$ cat src/rtl/key_pkg.sv
// rtl/key_pkg.sv - shared state encoding, counter widths and saturating helpers for the key bank
package key_pkg;

  typedef enum logic [1:0] {
    ST_RELEASED    = 2'd0,
    ST_PRESS_CHK   = 2'd1,
    ST_PRESSED     = 2'd2,
    ST_RELEASE_CHK = 2'd3
  } key_state_t;

  localparam int DB_CNT_W   = 8;
  localparam int HOLD_CNT_W = 16;

  function automatic logic [DB_CNT_W-1:0] db_inc(input logic [DB_CNT_W-1:0] c);
    return (c == '1) ? c : c + DB_CNT_W'(1);
  endfunction

  function automatic logic [HOLD_CNT_W-1:0] hold_inc(input logic [HOLD_CNT_W-1:0] c);
    return (c == '1) ? c : c + HOLD_CNT_W'(1);
  endfunction

endpackage

$ cat src/rtl/key_db_chan.sv
// rtl/key_db_chan.sv - one key channel: 2-flop synchronizer, debounce FSM, optional hold/repeat (KEY_AUTOREPEAT_EN)
module key_db_chan
  import key_pkg::*;
#(
  parameter int DEBOUNCE_MS = 20,
  parameter int ACTIVE_LOW  = 1,
  parameter int HOLD_MS     = 500,
  parameter int REPEAT_MS   = 100
) (
  input  logic clk,
  input  logic rst_n,
  input  logic raw,
  input  logic ms_tick,
  output logic pressed,
  output logic press_pulse,
  output logic release_pulse,
  output logic repeat_pulse
);

  localparam logic IDLE_LEVEL = (ACTIVE_LOW != 0) ? 1'b1 : 1'b0;
  localparam logic [DB_CNT_W-1:0] DB_TARGET = DB_CNT_W'(DEBOUNCE_MS);

  logic                sync_q1;
  logic                sync_q2;
  logic                level;
  key_state_t          state;
  logic [DB_CNT_W-1:0] db_cnt;
  logic [DB_CNT_W-1:0] db_cnt_next;

  // Synchronizer resets to the idle pin level so reset release never looks like a press.
  always_ff @(posedge clk or negedge rst_n) begin
    if (!rst_n) begin
      sync_q1 <= IDLE_LEVEL;
      sync_q2 <= IDLE_LEVEL;
    end else begin
      sync_q1 <= raw;
      sync_q2 <= sync_q1;
    end
  end

  assign level       = sync_q2 ^ IDLE_LEVEL;
  assign db_cnt_next = ms_tick ? db_inc(db_cnt) : db_cnt;

  always_ff @(posedge clk or negedge rst_n) begin
    if (!rst_n) begin
      state         <= ST_RELEASED;
      db_cnt        <= '0;
      pressed       <= 1'b0;
      press_pulse   <= 1'b0;
      release_pulse <= 1'b0;
    end else begin
      press_pulse   <= 1'b0;
      release_pulse <= 1'b0;
      case (state)
        ST_RELEASED: begin
          if (level) begin
            state  <= ST_PRESS_CHK;
            db_cnt <= '0;
          end
        end
        ST_PRESS_CHK: begin
          if (!level) begin
            state <= ST_RELEASED;
          end else if (db_cnt_next == DB_TARGET) begin
            state       <= ST_PRESSED;
            db_cnt      <= '0;
            pressed     <= 1'b1;
            press_pulse <= 1'b1;
          end else begin
            db_cnt <= db_cnt_next;
          end
        end
        ST_PRESSED: begin
          if (!level) begin
            state  <= ST_RELEASE_CHK;
            db_cnt <= '0;
          end
        end
        ST_RELEASE_CHK: begin
          if (level) begin
            state <= ST_PRESSED;
          end else if (db_cnt_next == DB_TARGET) begin
            state         <= ST_RELEASED;
            db_cnt        <= '0;
            pressed       <= 1'b0;
            release_pulse <= 1'b1;
          end else begin
            db_cnt <= db_cnt_next;
          end
        end
        default: begin
          state  <= ST_RELEASED;
          db_cnt <= '0;
        end
      endcase
    end
  end

`ifdef KEY_AUTOREPEAT_EN
  localparam logic [HOLD_CNT_W-1:0] HOLD_TARGET = HOLD_CNT_W'(HOLD_MS);
  localparam logic [HOLD_CNT_W-1:0] HOLD_RELOAD = HOLD_CNT_W'(HOLD_MS - REPEAT_MS);

  logic [HOLD_CNT_W-1:0] hold_cnt;
  logic [HOLD_CNT_W-1:0] hold_cnt_next;

  assign hold_cnt_next = ms_tick ? hold_inc(hold_cnt) : hold_cnt;

  // After the first strobe the counter is rewound by REPEAT_MS so later strobes reuse the same compare.
  always_ff @(posedge clk or negedge rst_n) begin
    if (!rst_n) begin
      hold_cnt     <= '0;
      repeat_pulse <= 1'b0;
    end else begin
      repeat_pulse <= 1'b0;
      if (state != ST_PRESSED) begin
        hold_cnt <= '0;
      end else if (ms_tick && (hold_cnt_next == HOLD_TARGET)) begin
        hold_cnt     <= HOLD_RELOAD;
        repeat_pulse <= 1'b1;
      end else begin
        hold_cnt <= hold_cnt_next;
      end
    end
  end
`else
  assign repeat_pulse = 1'b0;
`endif

endmodule

$ cat src/rtl/key_bank_debounce.sv
// rtl/key_bank_debounce.sv - N-key debounce bank with shared 1 ms prescaler; auto-repeat under KEY_AUTOREPEAT_EN
module key_bank_debounce
  import key_pkg::*;
#(
  parameter int N_KEYS      = 4,
  parameter int CLK_HZ      = 50_000_000,
  parameter int DEBOUNCE_MS = 20,
  parameter int ACTIVE_LOW  = 1,
  parameter int HOLD_MS     = 500,
  parameter int REPEAT_MS   = 100
) (
  input  logic              clk,
  input  logic              rst_n,
  input  logic [N_KEYS-1:0] key_raw,
  output logic [N_KEYS-1:0] key_pressed,
  output logic [N_KEYS-1:0] press_pulse,
  output logic [N_KEYS-1:0] release_pulse,
  output logic [N_KEYS-1:0] repeat_pulse,
  output logic              key_any
);

  localparam int TICK_DIV = CLK_HZ / 1000;
  localparam int PRE_W    = (TICK_DIV > 1) ? $clog2(TICK_DIV) : 1;
  localparam logic [PRE_W-1:0] PRE_LAST = PRE_W'(TICK_DIV - 1);

  logic [PRE_W-1:0] pre_cnt;
  logic             ms_tick;

  assign ms_tick = (pre_cnt == PRE_LAST);

  always_ff @(posedge clk or negedge rst_n) begin
    if (!rst_n) begin
      pre_cnt <= '0;
    end else if (ms_tick) begin
      pre_cnt <= '0;
    end else begin
      pre_cnt <= pre_cnt + PRE_W'(1);
    end
  end

  for (genvar i = 0; i < N_KEYS; i++) begin : g_chan
    key_db_chan #(
      .DEBOUNCE_MS (DEBOUNCE_MS),
      .ACTIVE_LOW  (ACTIVE_LOW),
      .HOLD_MS     (HOLD_MS),
      .REPEAT_MS   (REPEAT_MS)
    ) u_chan (
      .clk           (clk),
      .rst_n         (rst_n),
      .raw           (key_raw[i]),
      .ms_tick       (ms_tick),
      .pressed       (key_pressed[i]),
      .press_pulse   (press_pulse[i]),
      .release_pulse (release_pulse[i]),
      .repeat_pulse  (repeat_pulse[i])
    );
  end

  assign key_any = |key_pressed;

endmodule

$ cat config.mk
export PLATFORM = sky130hd
export DESIGN_NAME = key_bank_debounce
export DESIGN_NICKNAME = d
export VERILOG_FILES = /design/src/rtl/key_pkg.sv /design/src/rtl/key_db_chan.sv /design/src/rtl/key_bank_debounce.sv
export SDC_FILE = /design/constraint.sdc
export NUM_CORES = 1
export LEC_CHECK = 0
export ABC_AREA = 1
export BUFFER_PORTS_ARGS = -buffer_cell sky130_fd_sc_hd__buf_2
export CORE_AREA = 2 2 130 82
export DETAILED_ROUTE_END_ITERATION = 10
export DIE_AREA = 0 0 132 84
export PLACE_DENSITY = 0.71
export SETUP_SLACK_MARGIN = 0.5
export SLEW_MARGIN = 20
export SYNTH_ARGS = -nofsm -noshare
export SYNTH_HDL_FRONTEND = slang
export SYNTH_SLANG_ARGS = --single-unit
$ cat constraint.sdc
create_clock -name clk -period 2 [get_ports clk]
set_input_delay 0.4 -clock clk [delete_from_list [all_inputs] [get_ports clk]]
set_output_delay 0.4 -clock clk [all_outputs]
set_load 0.1 [all_outputs]
Word-level counts from Yosys, hierarchy flattened
Index checks and enable logic that the tools add are counted.

Input port bits: 6. Bits in registers: 76.

Reduce and logical (&&, ||, !) cells: 21. Muxes and demuxes: 101. Eq/ne operators: 53. $add $sub $neg: 5.

Operators by type and width (count): $mux 8 (28); $pmux 8 s4 (4); $mux 2 (24); $mux 1 (36); $add 8x1->8 const B (4); $eq 8x5->1 const B (4); $eq 8x8->1 const B (4); $ne 2x1->1 const B (16); $pmux 2 s4 (4); $reduce_and 4->1 (8); $reduce_and 5->1 (4); $add 16x1->16 const B (1); $eq 16x16->1 const B (1); $eq 2x2->1 const B (8); $mux 16 (1); $ne 2x2->1 const B (8); $ne 3x1->1 const B (4); $ne 3x3->1 const B (4); $eq 2x1->1 const B (4); $logic_not 2->1 (4); $pmux 1 s2 (4); $reduce_bool 2->1 (4); $reduce_or 4->1 (1).

Logic depth before layout (Yosys ltp)
Gate-level depths: netlist of the first run.

Word-level depth: 7. Gate-level depth with buffers: 16.

Hierarchy
Synthesis of the first run repeated with hierarchy kept, for this count alone.

Cell total of the unflattened synthesis: 590. Area total of the unflattened synthesis: 4434.3 sq um.

Modules (own cells, without submodules): key_db_chan (g_chan[1].u_chan ...) (sequential area each 377.9 sq um, area each 887.1 sq um, instances 3, cells an instance 117); key_bank_debounce (sequential area each 400.4 sq um, area each 888.4 sq um, instances 1, cells an instance 124); key_db_chan (g_chan[0].u_chan) (sequential area each 377.9 sq um, area each 884.6 sq um, instances 1, cells an instance 115).

Worst setup path before layout of the first run
Ideal clock, no wire load.

Path kind: register to register. Start: reg pre_cnt[0]. End: reg with a tool-made name. Library setup time: 117 ps. Path slack: 124 ps. Arrival time: 1760 ps. Cell stages (with the launch flop): 14. Cells stage by stage: dfrtp_1 ha_1 nand2_2 nor2_8 nand3_4 nor2_8 buf_8 o21ai_2 nor2_4 nand2_2 nor2_4 nand2_1 nand2_1 nand2_1.

RTL lines: start, declared (line key_bank_debounce.sv:26) `logic [PRE_W-1:0] pre_cnt;`; start signal, assigned (line key_bank_debounce.sv:37) `pre_cnt <= pre_cnt + PRE_W'(1);`.

Worst setup path after layout of the first run
Start: reg pre_cnt[1]. End: reg g_chan[1].u_chan.db_cnt[4].

Word-level cells in the longest chain between the ends: 6. Elaborated cells on any way between the ends: 7. Classes of those cells: 2 x eq/ne; 5 x mux.

RTL lines: $eq 16x16->1 * (line key_bank_debounce.sv:29) `assign ms_tick = (pre_cnt == PRE_LAST);`; $mux 8 * (line key_db_chan.sv:42) `assign db_cnt_next = ms_tick ? db_inc(db_cnt) : db_cnt;`; $eq 8x5->1 (line key_db_chan.sv:64, key_db_chan.sv:82); $mux 8 * (line key_db_chan.sv:64, key_db_chan.sv:82); $mux 8 (on tied branches) (line key_db_chan.sv:80, key_db_chan.sv:62); $pmux 8 s4 * (line key_db_chan.sv:54) `case (state)`; end signal, assigned (line key_db_chan.sv:70) `db_cnt <= db_cnt_next;`; end signal, assigned (line key_db_chan.sv:88) `db_cnt <= db_cnt_next;`; end, declared (line key_db_chan.sv:27) `logic [DB_CNT_W-1:0] db_cnt;`.

Mark *: on every way between the ends. The rest lies on a longest branch, timed or not. The select of a mux whose other input is x is not followed. A chain may end at the register's enable or synchronous reset.

==> flow_metrics.py, run 1 <==
metrics = {
    "logic_synthesis": {
        "yosys.area.top_type_share_pct": 35.21,
        "synth_xor_area_share_pct": 1.968,
        "synth_mux_area_share_pct": 0,
        "synth_top_family_by_area": "simple AND/OR/NAND/NOR gates",
        "synthSimpleGateAreaFrac_pct": 39.12,
        "yosys-top-cells-area": "dfrtp_1, nand2_1, inv_1",
        "yosysTopAreaCell": "dfrtp_1",
        "synth_compound_area_share_pct": 7.380,
        "yosys_warnings": 0,
        "synth.distinct_cells": 41,
        "syn_area_per_cell_um2": 7.492,
        "synthAdderAreaFrac_pct": 1.295,
        "ys_ff_latch": 76,
        "ys_seq_area_share_pct": 39.56,
        "postSynthCellCount": 645,
        "netlist_area_mm2": 0.004832,
    },
    "cells_and_area": {
        "fill_cells": 811,
        "finish.utilization_pct": 65.19,
        "drive_above_1_share_pct": 38.13,
        "antenna_cells": 0,
        "syn_to_final_growth_pct": 35.60,
        "num-nets-final": 756,
    },
    "die": {
        "die-area_mm2": 0.01109,
        "start_util_pct": 48.08,
        "die_y_um": 84,
        "coreArea_mm2": 0.01005,
        "rows": 29,
        "num_io_pins": 23,
        "die_w_um": 132,
    },
    "global_routing": {
        "grt_pass1_wl_um": 20870,
        "track_usage_pct": 23.50,
        "antenna_found_initial": 0,
        "gr-total-overflow": 0,
        "grt_pass1_vias": 4403,
        "grt_max_degree": 77,
    },
    "route": {
        "drt_iter0_markers": 384,
        "vias_per_cell": 5.267,
        "wl_met1_um": 5618,
        "vias": 4682,
        "drc_errors": 0,
        "wl_um": 13270,
        "routedWlPerCell_um": 14.93,
        "wl_met3_um": 1015,
        "dr.max_layer_used": "met4",
        "ant_nets": 0,
        "firstDrtPassIters": 5,
        "met2WireLength_um": 6405,
    },
    "critical_path": {
        "crit_family": "simple AND/OR/NAND/NOR gates",
        "cp_max_fo": 7,
        "startpoint_type": "flop",
        "crit_cells": 14,
        "crit_required_ps": 2230,
        "path_cells": "ha_4, nand2_4, nor2_8, nand3_4, nor2_8, buf_4, buf_4, o21ai_2, inv_2, nand2_1, nor2_2, nand3_2, nand3b_1, nand2_1",
        "cpPeakStageDelay_ps": 430,
        "cp_num_buf_inv": 3,
        "critPathLaunch": "pre_cnt[1]",
        "cp-end-kind": "flop",
        "critPathArrivalTime_ps": 2310,
        "worstSetupPathType": "reg -> reg",
        "cp_slowest_cell": "dfrtp_1",
        "r2r-start": "pre_cnt[1]",
        "r2r_cells": 14,
    },
    "clock_network": {
        "cts_root_buf": "clkbuf_16",
        "path_clk_slew_ps": 60,
        "clk-insertion-delay-late_ps": 340,
        "cts_max_path_buffers": 2,
        "clock_sinks": 76,
        "numCtsBuffers": 9,
        "htree_levels": 3,
        "ctsHoldBuffers": 0,
        "cts_tree": "built",
    },
    "timing": {
        "fin_worst_skew_ps": 5.255,
        "finalHoldViolCount": 0,
        "fin_hold_ws_ps": 69.87,
        "fin_ws_ps": -82.00,
        "report.final.slew_viol_count": 0,
        "setup_violations": 17,
        "fin_crit_sh_pct": 104.1,
        "fmax_ghz": 0.4803,
        "min_period_ps": 2082,
        "rsz0062_at_grt": "yes",
    },
    "power": {
        "p_leak_nw": 3.359,
        "p_per_area_mw_per_mm2": 533.8,
        "peakVddDrop_v": 0.0004328,
    },
    "flow_run": {
        "maxCapViolCount": 0,
    },
    "run_status": {
        "status": "complete, but fails checks",
        "violations": "negative setup slack",
    },
    "min_path": {
        "hp-class": "in -> async",
    },
    "placement": {
        "port_buffers": 18,
        "finalWeightedCongestion": 0.9325,
        "dp_hpwl_um": 8369,
    },
}
==> flip-flops by register name, indices dropped and copies added, names as in the netlist, named ones only <==
register and count:
g_chan.u_chan.sync_q1 4, g_chan.u_chan.release_pulse 4, g_chan.u_chan.sync_q2 4, g_chan.u_chan.pressed 4, g_chan.u_chan.press_pulse 4, g_chan.u_chan.db_cnt 32, g_chan.u_chan.state 4, pre_cnt 16
==> stage by stage <==
stage / worst slack [ps] / setup TNS, ps / power [W] / instances / instance area (µm²)
global placement: 38.61 / 0 / 0.001718 / 833 / 5368
CTS: -33.95 / -85.79 / 0.003511 / 874 / 6180
finish: -82.00 / -733.3 / 0.003498 / 889 / 6553
floorplan: 197.6 / 0 / 0.001663 / 648 / 4888
global route: -218.2 / -3677 / 0.003596 / 889 / 6553
detailed placement: -40.18 / -122.7 / 0.001721 / 833 / 5368
==> per-layer routing <==
layer	vias to the layer above	global-route usage, %
li1	2239	-
met1	2233	31.87
met2	187	36.74
met3	23	5.647
met4	0	8.597
met5	-	0
==> synth_stat cells <==
master and instances:
nand2_2 14, o22ai_1 11, nor3_2 2, inv_1 82
nand4_2 2, clkinv_1 1, xnor2_1 5, nor3_1 4
clkinv_2 1, o21ai_2 5, conb_1 1, nand4_1 14
buf_4 16, xor2_1 4, nor2_1 74, a22o_1 1
a31oi_1 2, xor2_2 1, nand3_1 50, nand3_2 6
nor2_4 11, nand2_4 4, o21bai_1 1, nand2_1 174
nor4_1 1, a21oi_1 7, o21ai_1 5, dfrtp_1 68
buf_6 2, inv_2 6, dfstp_2 8, nor2_2 12
nand3b_1 2, ha_1 5, nor2_8 4, and2_4 1
or2_2 2, o21ai_0 31, or4_1 1, buf_8 2
nand3_4 2
==> worst register-to-register path: cells and delay by family (launching register included) <==
kind,cells,cell delay (ps)
buffers and inverters,3,350
and+or+nand+nor,9,940
DFF,1,430
adders and majority gates,1,200
AOI/OAI and AO/OA,1,60
==> layout by cell type, fill, tap and decap left out, drive strengths merged, types with 2 or more instances in the layout <==
cell type / n
clkbuf: 14
nor3: 6
a21oi: 7
bufinv: 2
dfstp: 8
xor2: 5
ha: 5
conb: 4
clkinvlp: 2
o22ai: 11
xnor2: 5
dfrtp: 68
nand3: 58
a31oi: 2
clkinv: 2
buf: 103
o21ai: 41
nor2: 101
nand4: 16
nand3b: 2
or2: 2
inv: 89
nand2: 192
==> final timing paths <==
check / slack [ps] / to
min in group clk: 150 / g_chan[1].u_chan.sync_q1
worst max-delay path: -80 / g_chan[1].u_chan.db_cnt[4]
worst min-delay path: 70 / async pin
worst max register to register: -80 / g_chan[1].u_chan.db_cnt[4]
max in group asynchronous: 1570 / g_chan[2].u_chan.sync_q1
worst min register to register: 360 / g_chan[2].u_chan.sync_q2
==> what timing repair did <==
action	4_1_cts	5_1_grt
resized for setup	96	71
pin swaps	32	32
setup buffers	25	15
endpoints found under the setup margin	65	70
==> cells by family after synthesis <==
group / count (synthesis)
fa+ha+maj: 5
flops: 76
compound gates: 63
buf+inv: 110
xor+xnor: 10
simple gates: 380
other cells: 1
==> area by class of cell <==
type	count	area (µm²)	area share, %
clock buffers	11	242.7	3.704
flip-flops and latches	76	1914	29.22
clock inverters	5	83.83	1.279
multi-input cells	462	2885	44.03
well taps	139	173.9	2.654
repair buffers	106	909.6	13.88
inverters	90	342.8	5.232
==> power by group <==
part	leakage (nW)	internal [W]	total (W)	switching [W]
Combinational	2.20	0.0000266	0.000133	0.000107
Clock	0.152	0.00113	0.00179	0.000663
Sequential	1.01	0.00156	0.00157	0.0000134
No activity file was read; power rests on OpenSTA's default activity.
==> run 2, diff against run 1 <==
CORE_AREA = 2 2 145 91   (was 2 2 130 82)
DIE_AREA = 0 0 147 93   (was 0 0 132 84)
PLACE_DENSITY = 0.59   (was 0.71)
==> run 2 against run 1 <==
  * The flow still finishes with violations (negative setup slack)
  * Combinational power rose by 4%
  * Cell area rose by 3.4%
  * Setup slack improved by 63 ps
  * Core utilization fell by 11 points
  * Sequential cell count did not move
  * Clock power fell by 6%
  * Routed wire length fell by 3.3%
  * Highest routed layer unchanged
==> flow_metrics.py, run 2 (synthesized netlist as in run 1, its figures left out) <==
metrics = {
    "run_status": {
        "status": "complete, but fails checks",
        "violations": "negative setup slack",
    },
    "critical_path": {
        "cp-end-kind": "flop",
        "startpoint_type": "flop",
        "crit_cells": 14,
        "crit_family": "simple AND/OR/NAND/NOR gates",
        "worstSetupPathType": "reg -> reg",
        "r2r_end": "g_chan[3].u_chan.pressed",
        "ff2ff_setup_slack_ps": -20,
        "cp_slowest_cell": "dfrtp_1",
        "critPathArrivalTime_ps": 2240,
        "cp-endpoint": "g_chan[3].u_chan.pressed",
        "path_cells": "ha_4, nand2_4, nor2_8, nand3_4, nor2_8, buf_6, buf_6, nand3_4, nand2_2, nand2_2, nor2_4, nand4_1, o21bai_1, nand2_1",
        "cp_max_fo": 6,
        "cpPeakStageDelay_ps": 400,
        "critPathLaunch": "pre_cnt[0]",
        "cp_num_buf_inv": 2,
        "r2r-start": "pre_cnt[0]",
        "r2r_cells": 14,
        "crit_required_ps": 2220,
    },
    "global_routing": {
        "grt_pass1_vias": 4340,
        "track_usage_pct": 19.02,
        "grt_max_degree": 35,
        "gr-total-overflow": 0,
        "grt_pass1_wl_um": 20900,
        "antenna_found_initial": 0,
    },
    "route": {
        "drt_iter0_markers": 225,
        "ant_nets": 0,
        "wl_um": 12830,
        "vias_per_cell": 4.897,
        "routedWlPerCell_um": 14.02,
        "firstDrtPassIters": 4,
        "drc_errors": 0,
        "vias": 4481,
    },
    "clock_network": {
        "numCtsBuffers": 9,
        "clock_sinks": 76,
        "path_clk_slew_ps": 60,
        "cts_tree": "built",
        "cts_root_buf": "clkbuf_16",
        "htree_levels": 3,
        "cts_max_path_buffers": 2,
        "clk-insertion-delay-late_ps": 340,
    },
    "cells_and_area": {
        "finish.instance_area_mm2": 0.006774,
        "syn_to_final_growth_pct": 40.19,
        "drive_above_1_share_pct": 43.62,
        "mostFrequentLayoutCell": "nand2_1",
        "reg_top3": "g_chan.u_chan.db_cnt x32, pre_cnt x16",
        "multi_input_area_mm2": 0.003120,
        "antenna_cells": 0,
        "seqCellArea_mm2": 0.001918,
        "final_cell_mix": "nand2_1, inv_1, dfrtp_1, buf_4, nand2_2",
        "largest-register": "g_chan.u_chan.db_cnt",
        "num-nets-final": 751,
        "finish.utilization_pct": 54.58,
        "largest_register_ffs": 32,
        "fill_cells": 1108,
    },
    "die": {
        "start_util_pct": 38.93,
        "coreArea_mm2": 0.01241,
        "num_io_pins": 23,
        "die_y_um": 93,
        "die-area_mm2": 0.01367,
        "die_w_um": 147,
        "rows": 32,
    },
    "timing": {
        "setup_violations": 3,
        "report.final.slew_viol_count": 0,
        "finalHoldViolCount": 0,
        "fin_worst_skew_ps": 6.616,
        "rsz0062_at_grt": "yes",
        "fin_hold_ws_ps": 157.8,
        "fmax_ghz": 0.4953,
        "fin_ws_ps": -18.97,
        "min_period_ps": 2019,
        "fin_crit_sh_pct": 100.9,
    },
    "placement": {
        "dp_hpwl_um": 8646,
        "port_buffers": 18,
        "finalWeightedCongestion": 0.8681,
        "post_dp_cell_area_mm2": 0.005356,
    },
    "power": {
        "peakVddDrop_v": 0.0004723,
        "total_power_w": 0.003387,
        "p_per_area_mw_per_mm2": 500.0,
        "p_leak_nw": 3.396,
    },
    "flow_run": {
        "maxCapViolCount": 0,
    },
    "min_path": {
        "hp-class": "in -> reg",
    },
}
-- run 2: worst min path at each step --
stage | from | endpoint | slack (ps) | depth (start not counted)
after floorplan | rst_n | async pin | 100 | 0
after global placement | g_chan[1].u_chan.sync_q1 | g_chan[1].u_chan.sync_q2 | 350 | 0
after detailed placement | g_chan[1].u_chan.sync_q1 | g_chan[1].u_chan.sync_q2 | 350 | 0
after CTS | key_raw[2] | g_chan[2].u_chan.sync_q1 | 150 | 1
after global routing | key_raw[2] | g_chan[2].u_chan.sync_q1 | 150 | 1
final | key_raw[2] | g_chan[2].u_chan.sync_q1 | 160 | 1
-- run 2: repair_timing --
item	4_1_cts	5_1_grt
pin swaps	34	45
gates cloned	0	1
endpoints found under the setup margin	68	70
gates resized for setup	124	106
buffers inserted	16	22
endpoints found under the hold margin	16	0
hold buffers	1	0
-- run 2: worst register-to-register path, delay by kind of cell, from the launching register on --
| kind | cells | cell delay (ps) |
|---|---|---|
| compound gates | 1 | 130 |
| fa+ha+maj | 1 | 190 |
| simple gates | 10 | 960 |
| flops | 1 | 400 |
| buf+inv | 2 | 220 |
-- run 2: layout make-up --
class                   count  share of cell area, %
multi-input cells         463                  46.07
clock buffers              10                  3.528
inverters                  90                  5.079
flip-flops and latches     76                  28.32
well taps                 170                  3.140
clock inverters             6                  1.053
repair buffers            100                  12.82
-- run 2: per-stage QoR --
step / setup WS (ps) / TNS (ps) / cells
after floorplan: 197.6 / 0 / 648
after global placement: -18.44 / -39.30 / 859
after detailed placement: -115.2 / -857.0 / 859
after CTS: -11.67 / -23.05 / 892
after global routing: -176.8 / -2513 / 915
final: -18.97 / -34.67 / 915
-- run 2: per-layer routing --
metal / track usage, % / vias up / routed length (µm)
li1: - / 2226 / -
met1: 26.51 / 2137 / 6070
met2: 30.16 / 99 / 6037
met3: 3.854 / 19 / 505
met4: 5.609 / 0 / 215
met5: 0 / - / 0
-- run 2: report_power, final --
| part | switching (W) | internal [W] |
|---|---|---|
| logic | 0.000109 | 0.0000285 |
| registers | 0.0000127 | 0.00156 |
| clock network | 0.000669 | 0.00101 |
==> run 3, diff against run 2 <==
PLACE_DENSITY = 0.57   (was 0.59)
clock period = 2.55 ns   (was 2 ns; I/O delays follow)
==> run 3 against run 2 <==
  * The flow now finishes without violations
  * Critical path depth is 1 lower
  * Global-route usage is 1.5 points lower
  * Sequential cell count stayed put
  * Clock skew is 1.7 ps higher
  * Routed wire length is 8.6% lower
  * Register-to-register slack better by 480 ps
  * Core utilization is 7.1 points lower
  * First-iteration DRC count is 15% higher
  * Clock power is 14% lower
  * Final cell count is 5.5% lower
  * Largest cell class unchanged
==> flow_metrics.py, run 3 (synthesized netlist as in run 1, its figures left out) <==
metrics = {
    "run_status": {
        "status": "completed",
    },
    "power": {
        "p_per_area_mw_per_mm2": 468.4,
        "p_leak_nw": 2.989,
        "peakVddDrop_v": 0.0002811,
    },
    "timing": {
        "setup_tns_ps": 0,
        "fin_ws_ps": 465.1,
        "fin_crit_sh_pct": 81.76,
        "fin_hold_ws_ps": 122.0,
        "fin_worst_skew_ps": 8.298,
        "report.final.slew_viol_count": 0,
        "slew_headroom_pct": 66.50,
        "min_period_ps": 2085,
        "finalHoldViolCount": 0,
        "fmax_ghz": 0.4796,
        "rsz0062_at_grt": "yes",
        "worstMarginPinSlew_ps": 500.7,
        "setup_violations": 0,
    },
    "placement": {
        "port_buffers": 18,
        "finalWeightedCongestion": 0.8545,
        "dp_hpwl_um": 7923,
        "post-place-ws_ps": 357.0,
        "dpl.cell_count": 820,
    },
    "route": {
        "drc_errors": 0,
        "ant_nets": 0,
        "routedWlPerCell_um": 13.56,
        "vias": 4236,
        "drt_iter0_markers": 259,
        "vias_per_cell": 4.897,
        "firstDrtPassIters": 5,
        "wl_um": 11730,
    },
    "critical_path": {
        "crit_family": "simple AND/OR/NAND/NOR gates",
        "cp_max_fo": 7,
        "critPathArrivalTime_ps": 2310,
        "worstSetupPathType": "reg -> reg",
        "cp_num_buf_inv": 1,
        "cpMostUsedCell": "nand2_1",
        "cp-end-kind": "flop",
        "cpPeakStageDelay_ps": 400,
        "cp_slowest_cell": "dfrtp_1",
        "path_cells": "ha_4, nand2_4, nor2_8, nand3_4, nor2_8, buf_12, o21ai_4, nor2_2, nand2_2, nor2_4, nand2_1, nand2_1, nand2_1",
        "crit_required_ps": 2780,
        "startpoint_type": "flop",
    },
    "die": {
        "die_w_um": 147,
        "coreArea_mm2": 0.01241,
        "num_io_pins": 23,
        "rows": 32,
        "die_y_um": 93,
        "start_util_pct": 38.93,
        "die-area_mm2": 0.01367,
    },
    "global_routing": {
        "grt_pass1_vias": 3973,
        "track_usage_pct": 17.52,
        "gr-max-usage-layer": "met2",
        "use_met1_pct": 25.67,
        "grt_util_met3_pct": 3.659,
        "gr-total-overflow": 0,
        "grt_use_met2_pct": 26.13,
        "antenna_found_initial": 0,
        "grt_max_degree": 34,
        "grt_pass1_wl_um": 19090,
    },
    "cells_and_area": {
        "stdcell_count": 865,
        "drive_above_1_share_pct": 28.06,
        "multi_input_area_mm2": 0.002689,
        "finish.utilization_pct": 47.49,
        "reg_top3": "g_chan.u_chan.db_cnt x32, pre_cnt x16",
        "largest_register_ffs": 32,
        "largest-register": "g_chan.u_chan.db_cnt",
        "mostFrequentLayoutCell": "nand2_1",
        "fill_cells": 1205,
        "final_cell_mix": "nand2_1, inv_1, dfrtp_1, nor2_1, nand3_1",
        "antenna_cells": 0,
        "syn_to_final_growth_pct": 21.98,
        "seqCellArea_mm2": 0.001921,
        "num-nets-final": 702,
    },
    "clock_network": {
        "path_clk_slew_ps": 60,
        "cts_root_buf": "clkbuf_16",
        "cts_max_path_buffers": 2,
        "htree_levels": 3,
        "clock_sinks": 76,
        "numCtsBuffers": 9,
        "cts_tree": "built",
        "clk-insertion-delay-late_ps": 330,
    },
    "flow_run": {
        "maxCapViolCount": 0,
    },
    "min_path": {
        "hp-class": "in -> async",
    },
}
==> run 3: metrics by stage <==
step	total power, W	cell area, µm²
floorplan	0.001304	4843
global placement	0.001345	5031
detailed placement	0.001345	5031
CTS	0.002800	5503
global route	0.002864	5894
finish	0.002761	5894
==> run 3: final timing paths <==
kind                                          start                  endpoint  slack (ps)  cells past startpoint
max                                      pre_cnt[0]  g_chan[2].u_chan.pressed         470                     13
min                                           rst_n                 async pin         120                      1
max reg2reg                              pre_cnt[0]  g_chan[2].u_chan.pressed         470                     13
min reg2reg                g_chan[2].u_chan.sync_q1  g_chan[2].u_chan.sync_q2         360                      0
max in group asynchronous                     rst_n  g_chan[2].u_chan.sync_q1        1780                      2
min in group clk                         key_raw[2]  g_chan[2].u_chan.sync_q1         270                      1
==> run 3: per-layer routing <==
layer,vias to the layer above,share of wire [%]
li1,2134,-
met1,1996,51
met2,100,43
met3,6,5.8
met4,0,0.23
met5,-,0
==> run 3: area by class of cell <==
cell class / count / share of cell area [%]
repair buffers: 50 / 6.814
flip-flops and latches: 76 / 32.58
clock inverters: 4 / 1.677
clock buffers: 11 / 3.948
inverters: 90 / 5.752
well taps: 170 / 3.609
multi-input cells: 464 / 45.62
==> run 3: worst register-to-register path, cell delays in order (launching register included) <==
cell     delay (ps)
dfrtp_1         400
ha_4            190
nand2_4          70
nor2_8          140
nand3_4         140
nor2_8          240
buf_12          170
o21ai_4          60
nor2_2          130
nand2_2          90
nor2_4          150
nand2_1          80
nand2_1          70
nand2_1          50
==> run 3: repair_timing <==
| item | 4_1_cts | 5_1_grt |
|---|---|---|
| resized for setup | 13 | 69 |
| hold buffers | 0 | 0 |
| pin swaps | 2 | 21 |
| endpoints found under the setup margin | 28 | 29 |
| gates cloned | 1 | 2 |
| buffers inserted | 9 | 18 |
==> run 3: where the power goes <==
group | leakage [nW] | total (W) | switching, W | internal [W]
registers | 1.00 | 0.00123 | 0.00000960 | 0.00122
clock network | 0.160 | 0.00144 | 0.000484 | 0.000953
logic | 1.83 | 0.0000924 | 0.0000773 | 0.0000151
total | 2.99 | 0.00276 | 0.000571 | 0.00219
